`config.mk`:
```
export PLATFORM = sky130hd
export DESIGN_NAME = tinyalu_arbiter
export DESIGN_NICKNAME = d
export VERILOG_FILES = /design/src/rtl/tinyalu_arbiter.sv
export SDC_FILE = /design/constraint.sdc
export NUM_CORES = 1
export LEC_CHECK = 0
export BUFFER_PORTS_ARGS = -buffer_cell sky130_fd_sc_hd__buf_2
export CORE_MARGIN = 1.5
export CORE_UTILIZATION = 42
export CTS_CLUSTER_DIAMETER = 100
export DETAILED_ROUTE_END_ITERATION = 7
export GPL_ROUTABILITY_DRIVEN = 1
export PLACE_DENSITY_LB_ADDON = 0.15
export RECOVER_POWER = 100
export SLEW_MARGIN = 20
export SYNTH_ARGS = -nofsm -noshare
export SYNTH_HDL_FRONTEND = slang
export SYNTH_SLANG_ARGS = --single-unit
```
`constraint.sdc`:
```
create_clock -name clk -period 2.3 [get_ports clk]
set_clock_uncertainty 0.2 [all_clocks]
set_input_delay 0.115 -clock clk [delete_from_list [all_inputs] [get_ports clk]]
set_output_delay 0.115 -clock clk [all_outputs]
set_load 0.01 [all_outputs]
```
`src/rtl/tinyalu_arbiter.sv`:
```
// rtl/tinyalu_arbiter.sv - round-robin arbiter sequencing two requesters onto one shared TinyALU
module tinyalu_arbiter #(
    parameter int unsigned TIMEOUT = 15
) (
    input  logic        clk,
    input  logic        reset,
    input  logic        req0,
    input  logic [2:0]  op0,
    input  logic [7:0]  a0,
    input  logic [7:0]  b0,
    output logic        ack0,
    output logic        err0,
    input  logic        req1,
    input  logic [2:0]  op1,
    input  logic [7:0]  a1,
    input  logic [7:0]  b1,
    output logic        ack1,
    output logic        err1,
    output logic [15:0] result,
    output logic        alu_start,
    output logic [2:0]  alu_op,
    output logic [7:0]  alu_a,
    output logic [7:0]  alu_b,
    input  logic        alu_done,
    input  logic [15:0] alu_result,
    output logic        busy,
    output logic        owner,
    output logic        spurious_done
);
    localparam logic [7:0] TIMEOUT_LAST = 8'(TIMEOUT - 1);

    typedef enum logic [1:0] {
        S_IDLE = 2'd0,
        S_BUSY = 2'd1,
        S_DONE = 2'd2
    } state_t;

    state_t      state_q, state_d;
    logic [7:0]  cnt_q, cnt_d;
    logic        last_grant_q, last_grant_d;
    logic        owner_q, owner_d;
    logic        start_q, start_d;
    logic [2:0]  op_q, op_d;
    logic [7:0]  a_q, a_d;
    logic [7:0]  b_q, b_d;
    logic [15:0] result_q, result_d;
    logic [1:0]  ack_q, ack_d;
    logic [1:0]  err_q, err_d;
    logic        busy_q, busy_d;
    logic        spurious_q, spurious_d;

    logic        any_req;
    logic        grant;
    logic [2:0]  sel_op;
    logic [7:0]  sel_a;
    logic [7:0]  sel_b;
    logic        timeout_hit;
    logic [1:0]  owner_onehot;

    // On a tie the port that did not win last time is served.
    assign any_req      = req0 | req1;
    assign grant        = (req0 & req1) ? ~last_grant_q : req1;
    assign sel_op       = grant ? op1 : op0;
    assign sel_a        = grant ? a1 : a0;
    assign sel_b        = grant ? b1 : b0;
    assign timeout_hit  = (cnt_q == TIMEOUT_LAST);
    assign owner_onehot = owner_q ? 2'b10 : 2'b01;

    always_ff @(posedge clk or posedge reset) begin
        if (reset) begin
            state_q      <= S_IDLE;
            cnt_q        <= 8'd0;
            last_grant_q <= 1'b1;
            owner_q      <= 1'b0;
            start_q      <= 1'b0;
            op_q         <= 3'd0;
            a_q          <= 8'd0;
            b_q          <= 8'd0;
            result_q     <= 16'd0;
            ack_q        <= 2'b00;
            err_q        <= 2'b00;
            busy_q       <= 1'b0;
            spurious_q   <= 1'b0;
        end else begin
            state_q      <= state_d;
            cnt_q        <= cnt_d;
            last_grant_q <= last_grant_d;
            owner_q      <= owner_d;
            start_q      <= start_d;
            op_q         <= op_d;
            a_q          <= a_d;
            b_q          <= b_d;
            result_q     <= result_d;
            ack_q        <= ack_d;
            err_q        <= err_d;
            busy_q       <= busy_d;
            spurious_q   <= spurious_d;
        end
    end

    always_comb begin
        state_d = state_q;
        case (state_q)
            S_IDLE:  if (any_req) state_d = (sel_op == 3'b000) ? S_DONE : S_BUSY;
            S_BUSY:  if (alu_done || timeout_hit) state_d = S_DONE;
            S_DONE:  state_d = S_IDLE;
            default: state_d = S_IDLE;
        endcase
    end

    always_comb begin
        cnt_d        = cnt_q;
        last_grant_d = last_grant_q;
        owner_d      = owner_q;
        start_d      = start_q;
        op_d         = op_q;
        a_d          = a_q;
        b_d          = b_q;
        result_d     = result_q;
        ack_d        = 2'b00;
        err_d        = 2'b00;
        spurious_d   = spurious_q | (alu_done & ~start_q);
        case (state_q)
            S_IDLE: begin
                if (any_req) begin
                    owner_d      = grant;
                    last_grant_d = grant;
                    op_d         = sel_op;
                    a_d          = sel_a;
                    b_d          = sel_b;
                    cnt_d        = 8'd0;
                    // A no_op never touches the ALU and completes straight away.
                    if (sel_op == 3'b000) begin
                        result_d = 16'd0;
                        ack_d    = grant ? 2'b10 : 2'b01;
                    end else begin
                        start_d = 1'b1;
                    end
                end
            end
            S_BUSY: begin
                if (alu_done) begin
                    result_d = alu_result;
                    start_d  = 1'b0;
                    ack_d    = owner_onehot;
                    cnt_d    = 8'd0;
                end else if (timeout_hit) begin
                    result_d = 16'd0;
                    start_d  = 1'b0;
                    ack_d    = owner_onehot;
                    err_d    = owner_onehot;
                    cnt_d    = 8'd0;
                end else begin
                    cnt_d = cnt_q + 8'd1;
                end
            end
            S_DONE:  start_d = 1'b0;
            default: start_d = 1'b0;
        endcase
        busy_d = (state_d != S_IDLE);
    end

    assign ack0          = ack_q[0];
    assign ack1          = ack_q[1];
    assign err0          = err_q[0];
    assign err1          = err_q[1];
    assign result        = result_q;
    assign alu_start     = start_q;
    assign alu_op        = op_q;
    assign alu_a         = a_q;
    assign alu_b         = b_q;
    assign busy          = busy_q;
    assign owner         = owner_q;
    assign spurious_done = spurious_q;

endmodule

```
==> metrics.cfg <==
[status]
status=finished with violations
violations=negative setup slack

[worst_setup_path]
crit_end=result[14]$_DFFE_PP0P_
reg2reg_setup_slack_ns=-0.06
criticalPathCategory=flop to flop
max_stage_delay_ns=0.39
rr_startpoint=cnt_q[0]$_DFFE_PP0P_
cp-startpoint=cnt_q[0]$_DFFE_PP0P_
cp.depth=7
cp_top_family=compound AO/OA/AOI/OAI gates
critPathCaptureType=flop
arrival_ns=2.36
path_cells=inv_1, ha_1, or3b_4, o41a_1, a221o_1, buf_12, a22o_1
crit_buf_inv=2
start_kind=flop
rr_worst_depth=7
reg2reg_to=result[14]$_DFFE_PP0P_
worstPathRequired_ns=2.30
slowest_stage=dfrtp_1
cp_max_fo=17

[pwr]
p_sw_share_pct=36.98
combPwrFrac_pct=41.2
p_clk_share_pct=17.2
p_sw_mw=1.405
irDropWorstVdd_mv=0.6123
p_seq_share_pct=41.6
cellPowerDensity_nw_per_um2=1014
power_leakage_nw=1.788
internal_power_mw=2.394

[yosys]
ys_seq_area_share_pct=57.35
synth-edff-count=0
synth.top_cell.area_share_pct=56.23
ys_ff_latch=54
synth_fp_nets=271
ys_types=37
yosysWarnings=0
synth_async_sr_flop_share_pct=100.0
synth_area_leaders=dfrtp_1 56%, mux2i_1 8.5%, a22o_1 6.3%, o21ai_0 4.7%, nand2_1 4.5%
synth_area_per_cell_um2=11.23
ys.flop_type=dfrtp_1
synthesis.area_um2=2359
synth_top_cell_by_area=dfrtp_1
netlist_instances=210

[timing]
rsz0062_at_grt=yes
timing.final.ws_setup_ns=-0.06188
finalCritPeriodShare_pct=102.7
setup_viol=16
slew_headroom_pct=12.92
hold_violations=0
clock.fmax_mhz=423.4
worst_pin_slew_ns=1.306
hold_slack_ns=0.04907
final_max_slew_viol_count=0
fin_crit_ns=2.362

[detailed_routing]
routed_via_density=4.866
drt_wl_total_um=6337
via_count=2243
dr.pass1.iters=4
post_drt_wl_per_cell_um=13.75
drt_iter0_drc=112
antenna_left=0
remaining_drc_errors=0

[clock_tree]
clk_latency_ns=0.31
cts_sinks=54
cts_made_buffers=5
clkTransAtPathRegs_ns=0.10
htree_levels=2
clockBufferDepth=2
tritoncts=built
cts_root_buffer=clkbuf_8

[place]
gp_congestion=0.7554
io_buffers=101
place_hpwl_um=3624

[grt]
antenna_found_initial=0
grt_pass1_vias=2306
grt_first_pass_wirelength_um=10650
grt_max_degree=55
grt_usage_pct=22.04
grt_overflow=0

[floorplan]
start_util_pct=43.10
die_y_um=77.94
ios=102
coreArea_um2=5473
dieArea_um2=6074
std_cell_rows=27
die_w_um=77.94

[worst_hold_path]
hold_path_class=input port to flop

[cells_and_area]
n_fill_cell=457
n_antenna_cell=0
ff_latch_area_um2=1353
nets=449
area_growth_pct=58.89
multi_input_area_um2=943.4
final_util_pct=68.47
drive_gt1_share_pct=24.42

[run]
cap_violations=0

## cells in the final DEF, fill, tap and decap left out, types with 2 or more instances in the layout
cell type / instances
clkbuf_2: 3
o21a_1: 2
inv_1: 5
nor2_1: 7
nor3_1: 4
nor2b_1: 2
o2bb2ai_1: 2
a22o_1: 17
clkbuf_8: 5
nor3b_1: 3
clkbuf_1: 43
dlygate4sd3_1: 60
nand2_1: 28
and3_1: 2
ha_1: 2
nand3_1: 4
o22a_1: 2
buf_2: 58
dfrtp_1: 53
o21ai_0: 21
a31oi_1: 3
buf_4: 16
mux2i_1: 20
a21oi_1: 2
## per-stage QoR
step	setup slack, ns	power (mW)	cells	setup TNS [ns]	instance area (um2)
after floorplan	-0.1072	2.441	210	-0.9647	2359
after global placement	-0.01936	3.029	387	-0.2838	3044
after detailed placement	-0.07472	3.054	387	-1.087	3044
after CTS	-0.04950	3.860	457	-0.6423	3777
after global routing	-0.1667	4.118	461	-2.975	3747
final	-0.06188	3.800	461	-0.6878	3747
## flip-flops by register name (all words and copies together) (netlist names), 2 cells and up
register / count
err_q: 2
alu_op: 3
cnt_q: 8
alu_b: 8
result: 16
state_q: 2
alu_a: 8
ack_q: 2
## cells by family after synthesis
group           synth area share [%]
simple gates                   11.57
mux                            8.488
flops                          57.35
fa+ha+maj                      1.061
xor+xnor                      0.7428
buf+inv                        3.501
compound gates                 17.30
## power by group through the flow
stage	sequential, mW	clock (mW)	combinational, mW
after CTS	1.56	0.674	1.62
after global routing	1.64	0.730	1.75
after global placement	1.58	0	1.45
after detailed placement	1.58	0	1.48
after floorplan	1.72	0	0.718
final	1.58	0.654	1.56
## tightest hold or removal path, cell delays in order
cell and delay, ns:
buf_2 0.09, nor3_1 0.06, nand2_1 0.08, o22a_1 0.13, nor2_1 0.04
## Yosys cell counts (all sizes together) (2+ instances only)
cell and n:
dfrtp 53, and3 2, a21oi 2, nor2b 2
ha 2, nand2 28, o2bb2ai 2, a22o 17
inv 5, nor2 7, mux2i 20, buf 2
a31oi 3, nand3 4, nor3b 4, or2 2
o22a 2, o21ai 22, o21a 2, clkbuf 10
nor3 4
## layout make-up
cell class | instances | share of cell area (%)
clock buffer | 5 | 1.836
clock inverter | 3 | 1.302
inverter | 5 | 0.5008
multi-input combinational | 139 | 25.18
sequential | 54 | 36.09
tap | 72 | 2.404
timing repair buffer | 183 | 32.69
## what timing repair did
action,CTS,global route
pin swaps,1,0
cloned,0,1
endpoints found under the hold margin,95,0
setup buffers,2,3
setup endpoints to repair,17,25
gates resized for setup,0,5
hold buffers,60,0
## how the worst min path moves through the flow
stage | from | end | slack (ns) | cells past startpoint
2_1_floorplan | req0 | last_grant_q$_DFFE_PP1P_ | -0.02 | 1
3_3_place_gp | reset | alu_a[7]$_DFFE_PP0P_ | -0.01 | 3
3_5_place_dp | reset | alu_b[7]$_DFFE_PP0P_ | -0.01 | 3
4_1_cts | op1[1] | ack_q[1]$_DFF_PP0_ | 0.02 | 5
5_1_grt | op1[1] | ack_q[1]$_DFF_PP0_ | 0.02 | 5
6_report | op1[1] | ack_q[1]$_DFF_PP0_ | 0.05 | 5
## per-layer routing
layer	up-vias	GRT usage, %	wire, um
met3	10	5.176	283
met4	0	6.071	85
met2	78	37.91	3196
li1	1105	-	-
met5	-	0	0
met1	1050	27.72	2771
Note: power is estimated with default switching activity, not from simulation.
